<file path="config.mk">
export PLATFORM = sky130hd
export DESIGN_NAME = multdiv_pipe_unit
export DESIGN_NICKNAME = d
export VERILOG_FILES = /design/src/rtl/multdiv_pipe_unit.sv
export SDC_FILE = /design/constraint.sdc
export NUM_CORES = 1
export LEC_CHECK = 0
export ABC_AREA = 1
export BUFFER_PORTS_ARGS = -buffer_cell sky130_fd_sc_hd__buf_2
export CORE_ASPECT_RATIO = 1.2
export CORE_MARGIN = 4
export CORE_UTILIZATION = 55
export CTS_CLUSTER_SIZE = 14
export DETAILED_ROUTE_END_ITERATION = 7
export GPL_TIMING_DRIVEN = 0
export HOLD_SLACK_MARGIN = 0.05
export PLACE_DENSITY = 0.74
export SETUP_SLACK_MARGIN = 0.05
export SYNTH_ARGS = -nofsm -noshare
export SYNTH_HDL_FRONTEND = slang
export SYNTH_SLANG_ARGS = --single-unit
</file>
<file path="constraint.sdc">
create_clock -name clock -period 8.1 [get_ports clock]
set_clock_uncertainty 0.15 [all_clocks]
set_input_delay 1.62 -clock clock [delete_from_list [all_inputs] [get_ports clock]]
set_output_delay 1.62 -clock clock [all_outputs]
set_load 0.02 [all_outputs]
</file>
<file path="src/rtl/multdiv_pipe_unit.sv">
// Iterative signed multiply/divide unit with valid/ready handshake, tag passthrough and flush.
// Magnitudes are processed unsigned; the sign is applied in a single fix-up cycle.
module multdiv_pipe_unit #(
    parameter int WIDTH = 32,
    parameter int TAG_W = 5
) (
    input  logic             clock,
    input  logic             reset,
    input  logic             in_valid,
    output logic             in_ready,
    input  logic             op_div,
    input  logic [WIDTH-1:0] operand_a,
    input  logic [WIDTH-1:0] operand_b,
    input  logic [TAG_W-1:0] in_tag,
    input  logic             flush,
    output logic             out_valid,
    input  logic             out_ready,
    output logic [WIDTH-1:0] result,
    output logic             exception,
    output logic [TAG_W-1:0] out_tag,
    output logic             busy
);

    localparam int CW = $clog2(WIDTH) + 1;

    typedef enum logic [2:0] {S_IDLE, S_MUL, S_DIV, S_FIX, S_DONE} state_t;

    state_t               state;
    state_t               state_nxt;
    logic [CW-1:0]        count;
    logic [WIDTH-1:0]     mag_a;
    logic [WIDTH-1:0]     mag_b;
    logic                 neg;
    logic                 is_div;
    logic [2*WIDTH-1:0]   acc;

    logic                 accept;
    logic                 last_iter;
    logic [WIDTH-1:0]     in_mag_a;
    logic [WIDTH-1:0]     in_mag_b;
    logic [WIDTH:0]       mul_sum;
    logic [2*WIDTH-1:0]   mul_step;
    logic [WIDTH:0]       rem_s;
    logic [WIDTH:0]       div_diff;
    logic [2*WIDTH-1:0]   div_step;
    logic [2*WIDTH-1:0]   prod_signed;
    logic [WIDTH-1:0]     quo_signed;
    logic [WIDTH-1:0]     fix_result;
    logic                 fix_exc;

    assign accept    = in_valid & in_ready & ~flush;
    assign last_iter = (count == CW'(WIDTH - 1));
    assign in_mag_a  = operand_a[WIDTH-1] ? -operand_a : operand_a;
    assign in_mag_b  = operand_b[WIDTH-1] ? -operand_b : operand_b;

    always_ff @(posedge clock or posedge reset) begin
        if (reset) begin
            state <= S_IDLE;
        end else begin
            state <= state_nxt;
        end
    end

    always_comb begin
        state_nxt = state;
        if (flush) begin
            state_nxt = S_IDLE;
        end else begin
            case (state)
                S_IDLE: begin
                    if (accept) begin
                        if (!op_div)              state_nxt = S_MUL;
                        else if (operand_b == '0) state_nxt = S_FIX;
                        else                      state_nxt = S_DIV;
                    end
                end
                S_MUL, S_DIV: if (last_iter) state_nxt = S_FIX;
                S_FIX:        state_nxt = S_DONE;
                S_DONE:       if (out_ready) state_nxt = S_IDLE;
                default:      state_nxt = S_IDLE;
            endcase
        end
    end

    always_comb begin
        in_ready  = (state == S_IDLE);
        busy      = (state != S_IDLE);
        out_valid = (state == S_DONE);
    end

    // Shift-add: low half holds the remaining multiplier bits, high half the partial sum.
    assign mul_sum  = {1'b0, acc[2*WIDTH-1:WIDTH]} + (acc[0] ? {1'b0, mag_a} : '0);
    assign mul_step = {mul_sum, acc[WIDTH-1:1]};

    // Restoring divide: high half is the remainder, low half shifts dividend out / quotient in.
    assign rem_s    = acc[2*WIDTH-1:WIDTH-1];
    assign div_diff = rem_s - {1'b0, mag_b};
    assign div_step = div_diff[WIDTH] ? {rem_s[WIDTH-1:0], acc[WIDTH-2:0], 1'b0}
                                      : {div_diff[WIDTH-1:0], acc[WIDTH-2:0], 1'b1};

    assign prod_signed = neg ? -acc : acc;
    assign quo_signed  = neg ? -acc[WIDTH-1:0] : acc[WIDTH-1:0];

    // A positive quotient with the top bit set can only be |MIN|/1 with MIN / -1.
    always_comb begin
        fix_result = prod_signed[WIDTH-1:0];
        fix_exc    = (prod_signed[2*WIDTH-1:WIDTH] != {WIDTH{prod_signed[WIDTH-1]}});
        if (is_div) begin
            if (mag_b == '0) begin
                fix_result = '0;
                fix_exc    = 1'b1;
            end else begin
                fix_result = quo_signed;
                fix_exc    = ~neg & acc[WIDTH-1];
            end
        end
    end

    always_ff @(posedge clock or posedge reset) begin
        if (reset) begin
            count     <= '0;
            mag_a     <= '0;
            mag_b     <= '0;
            neg       <= 1'b0;
            is_div    <= 1'b0;
            acc       <= '0;
            result    <= '0;
            exception <= 1'b0;
            out_tag   <= '0;
        end else if (flush) begin
            count <= '0;
        end else begin
            case (state)
                S_IDLE: begin
                    if (accept) begin
                        count   <= '0;
                        mag_a   <= in_mag_a;
                        mag_b   <= in_mag_b;
                        neg     <= operand_a[WIDTH-1] ^ operand_b[WIDTH-1];
                        is_div  <= op_div;
                        acc     <= {{WIDTH{1'b0}}, (op_div ? in_mag_a : in_mag_b)};
                        out_tag <= in_tag;
                    end
                end
                S_MUL: begin
                    acc   <= mul_step;
                    count <= count + 1'b1;
                end
                S_DIV: begin
                    acc   <= div_step;
                    count <= count + 1'b1;
                end
                S_FIX: begin
                    result    <= fix_result;
                    exception <= fix_exc;
                end
                default: ;
            endcase
        end
    end

endmodule

</file>
== Word-level counts from Yosys, hierarchy flattened ==
Cells that the tools add are included.
Storage, ports and cells
  input bits: 75
  register bits: 177
  word-level logic and storage cells: 68
  output and inout port bits: 41
Cells by class
  reductions and logical operators: 12
  equality and inequality tests: 10
  bitwise operators: 6
  muxes and demuxes: 23
  add/subtract/negate cells: 7
Operator list (number)
  $mux W32: 7
  $mux W64: 3
  $pmux W64 S3: 1
  $neg A32 Y32: 3
  $logic_not A32 Y1: 2
  $neg A64 Y64: 1
  $add A32 B32 Y33: 1
  $sub A33 B32 Y33: 1
  $ne A32 B32 Y1: 1
  $mux W3: 4
  $mux W6: 2
  $pmux W3 S4: 1
  $pmux W6 S2: 1
  $reduce_and A3 Y1: 3
  $reduce_bool A3 Y1: 3
  $add A6 B1 Y6 const B: 1
  $eq A3 B2 Y1 const B: 2
  $eq A6 B5 Y1 const B: 1
  $ne A3 B1 Y1 const B: 2
  $reduce_and A2 Y1: 2
  $and A1 B1 Y1: 3
  $eq A3 B1 Y1 const B: 1
  $eq A3 B3 Y1 const B: 1
  $logic_not A3 Y1: 1
  other kinds (7): 10

== Logic depth before layout (Yosys ltp) ==
  depth after elaboration: 6
  mapped depth: 21
  depth with buffers taken out: 20

== Least setup slack after synthesis ==
OpenSTA, ideal clock, no wires.
  kind: input-to-reg
  start point: input port operand_a[0]
  end point: register acc[22]
  required time: 7.810 ns
  slack: 4.693 ns
  stages: 14
  buffers on the path: 0
  arrival time: 3.117 ns
  setup time: 0.140 ns
  cells stage by stage: inv_1 -> ha_1 -> nand2_1 -> nor2_1 -> nand2_1 -> nor3_1 -> nand2_1 -> nor2_1 -> nand3_1 -> nand2_1 -> xor2_1 -> nand2_1 -> o211ai_1 -> a22oi_1
Between the ends
  longest elaborated chain between the ends: 5
Ends and longest elaborated chain
  start: declaration: line 12  | input logic [WIDTH-1:0] operand_a,
  $neg A32 Y32: line 53  | assign in_mag_a = operand_a[WIDTH-1] ? -operand_a : operand_a;
  $mux W32: line 53
  $mux W32: line 141  | acc <= {{WIDTH{1'b0}}, (op_div ? in_mag_a : in_mag_b)};
  $mux W64: line 135  | if (accept) begin
  $pmux W64 S3: line 133  | case (state)
  end signal: assignment: line 141
  end signal: assignment: line 146  | acc <= mul_step;
  end signal: assignment: line 150  | acc <= div_step;
  end: declaration: line 35  | logic [2*WIDTH-1:0] acc;
No other way between the ends. The select of a mux whose other input is x is not followed.
A chain may end at the register's enable or synchronous reset.

== Worst setup path in the final report ==
  start point: register acc[31]
  end point: register acc[46]
Between the ends
  longest elaborated chain between the ends: 3
Ends and longest elaborated chain
  $sub A33 B32 Y33: line 97  | assign div_diff = rem_s - {1'b0, mag_b};
  $mux W64: line 98  | assign div_step = div_diff[WIDTH] ? {rem_s[WIDTH-1:0], acc[WIDTH-2:0], 1'b0}
  $pmux W64 S3: line 133
No other way between the ends.

==> results.ini <==
[placement]
dp.cells=3146
port_buffers=113
post-dp-hpwl_um=56000
gp_congestion=1.08
place_area_um2=17800

[global_routing]
antenna_found_initial=3
grt_pass1_wl_um=104000
grt_pass1_vias=18500
grt-ovfl-total=0
grt_max_degree=132
grt_use_total_pct=40.5

[power]
leakage_nw=9.22
seq_power_share_pct=21.7
swShare_pct=58.7
p_switching_mw=5.13
powerDensity_nw_per_um2=476
ir_drop_uv=371
p_int_mw=3.62
combPwrFrac_pct=68.4
power.share.clock_pct=9.9

[detailed_routing]
vias_per_cell=6.11
dr_total_vias=19400
finalWirelength_um=68400
drt_iter0_markers=2362
wire_per_inst_um=21.5
drt_first_pass_iters=7
ant_nets=0
drc_errors=0

[logic_synthesis]
synth_seq_area_share_pct=26.6
syn_avg_cell_area_um2=6.31
synth.most_common_cell=nand2_1
synth_edf_count=0
synth_cells=2642
synth_ff_type=dfrtp_1
synth.area.top_cells=dfrtp_1 (27%), nand2_1 (17%), nor2_1 (7.1%)
async_reset_ff_share_pct=100
synth_top_area_share_pct=26.6
syn_nets=2787
yosysWarningCount=0
synth_seq_cells=177
synth.distinct_cells=60
synth_area_um2=16700
synth_common_cells=nand2_1 (775), nor2_1 (314), inv_1 (301)
synth_top_area_cell=dfrtp_1

[floorplan]
initial_core_util_pct=56.0
die_h_um=199
rows=69
ios=116
core_area_um2=29800
die_w_um=167
die_area_um2=33200

[hold_path]
hp-class=reg2reg
hold_path_end=out_tag[0]$_DFFE_PP0P_
hold_path_depth=2
min_from=out_tag[0]$_DFFE_PP0P_

[clocking]
cts_tree=built
clock_sinks=177
clock_latency_ns=0.46
numCtsBuffers=17
cts-resized-gates=0
hold_buffers=0
h-tree-depth=4
cts_setup_buffers=0
clock_path_buffers=2
root_buffer=clkbuf_16
clkTransAtPathRegs_ns=0.08

[timing]
setup_violations=0
hold_viol_final=0
worstMarginPinSlew_ns=0.981
fmax_ghz=0.248
max_slew_margin_pct=33.9
fin_crit_sh_pct=49.8
grt_setup_unrepaired=no
slew_violations=0
fin_crit_ns=4.03

[finish]
multi_input_area_um2=10600
stdcell_count=3179
nNetsFinal=2920
seq_area_um2=4430
fill_cells=2897
final_area_um2=18400
drive_gt1_share_pct=8.68
areaGrowthSynthToFinish_pct=10.2
final_core_util_pct=61.6

[run_status]
outcome=completed

[worst_setup_path]
crit_required_ns=8.34
slowest_delay_ns=0.51
crit_fanout=8
path_cells=clkbuf_1 -> inv_1 -> ha_1 -> fa_1 -> inv_1 -> nand2_1 -> o21ai_2 -> a21boi_0 -> o21ai_0 -> a21oi_1 -> inv_1 -> nor2_1 -> o21ai_0 -> o211ai_1 -> nand2_1 -> nand2_1 -> nand2_1
reg2reg_to=acc[46]$_DFFE_PP0P_
crit_type=reg2reg
r2r_start=acc[31]$_DFFE_PP0P_
cpLargestDelayFamily=compound AO/OA/AOI/OAI gates
arrival_ns=4.28
crit_path_start_kind=flip-flop
critPathCaptureType=flip-flop
reg2reg_depth=17
r2r_slack_ns=4.07
cpMostUsedCell=nand2_1
critPathBufInv=4
slowest_stage=o21ai_0

[run]
max_cap_viol_count=0

## cell type report
class                      instances  area share [%]
multi-input combinational       2057            57.8
sequential                       177            24.1
inverter                         316            6.50
timing repair buffer             114            3.23
tap                              390            2.66
buffer                            92            2.41
clock buffer                      17            2.32
clock inverter                    15           0.974
antenna                            1          0.0136
## metrics by stage
step	hold WS, ns	power [mW]	setup TNS [ns]	setup slack [ns]
after floorplan	0.299	5.74	0	1.53
after global placement	0.309	7.52	-64.75	-0.389
after detailed placement	0.316	7.63	0	3.79
after CTS	0.336	8.50	0	4.25
after global routing	0.350	9.34	0	3.91
final	0.331	8.75	0	4.07
## kinds of logic after synthesis
logic type,after synthesis,share of synthesized area [%]
mux,1,0.0601
flops,177,26.6
xor+xnor,95,4.99
buf+inv,408,9.77
compound gates,511,18.6
fa+ha+maj,70,5.35
simple gates,1380,34.6
## flip-flops by register name (all words and copies together) (netlist names)
signal and flops:
exception 1, result 32, mag_a 32, acc 64, out_tag 5, state 3, count 6, is_div 1
neg 1, mag_b 32
## placed cells by master (no fill, tap or decap), drive strengths merged, types with 16 or more instances in the layout
cell,n
a21oi,141
nor2,321
inv,318
nand3,159
a31oi,18
xor2,75
ha,68
dfrtp,177
buf,152
o21ai,204
a221oi,28
o211ai,50
xnor2,20
nand2,788
nor3,32
a22oi,24
nand4,38
nor4,16
clkbuf,71
## worst reg2reg max path, stage by stage, from the launching register on
cell and delay, ns:
dfrtp_1 0.33, clkbuf_1 0.35, inv_1 0.20, ha_1 0.26
fa_1 0.37, inv_1 0.09, nand2_1 0.08, o21ai_2 0.21
a21boi_0 0.19, o21ai_0 0.52, a21oi_1 0.21, inv_1 0.15
nor2_1 0.05, o21ai_0 0.38, o211ai_1 0.17, nand2_1 0.12
nand2_1 0.06, nand2_1 0.08
## power by group through the flow
stage	clock (mW)	combinational [mW]	sequential (mW)
6_report	0.868	5.98	1.90
5_1_grt	0.894	6.52	1.92
4_1_cts	0.853	5.80	1.85
3_5_place_dp	0	5.77	1.86
3_3_place_gp	0	5.67	1.85
2_1_floorplan	0	3.99	1.74
## worst max-delay path by stage
| stage | slack, ns | cells past startpoint | startpoint | end |
|---|---|---|---|---|
| 2_1_floorplan | 1.53 | 1 | reset | acc[0]$_DFFE_PP0P_ |
| 3_3_place_gp | -0.39 | 2 | reset | acc[49]$_DFFE_PP0P_ |
| 3_5_place_dp | 3.79 | 15 | operand_a[0] | acc[22]$_DFFE_PP0P_ |
| 4_1_cts | 4.25 | 15 | operand_a[0] | acc[22]$_DFFE_PP0P_ |
| 5_1_grt | 3.91 | 17 | acc[31]$_DFFE_PP0P_ | acc[46]$_DFFE_PP0P_ |
| 6_report | 4.07 | 17 | acc[31]$_DFFE_PP0P_ | acc[46]$_DFFE_PP0P_ |
## metal layers
layer	GRT usage, %	share of wire [%]	up-vias	routed length (µm)
li1	-	-	8979	-
met1	49.1	38	8911	25700
met2	65.3	45	1220	30500
met3	7.67	9.7	316	6620
met4	28.0	8.2	4	5600
met5	0	0.042	-	29
No activity file was read; power rests on OpenSTA's default activity.
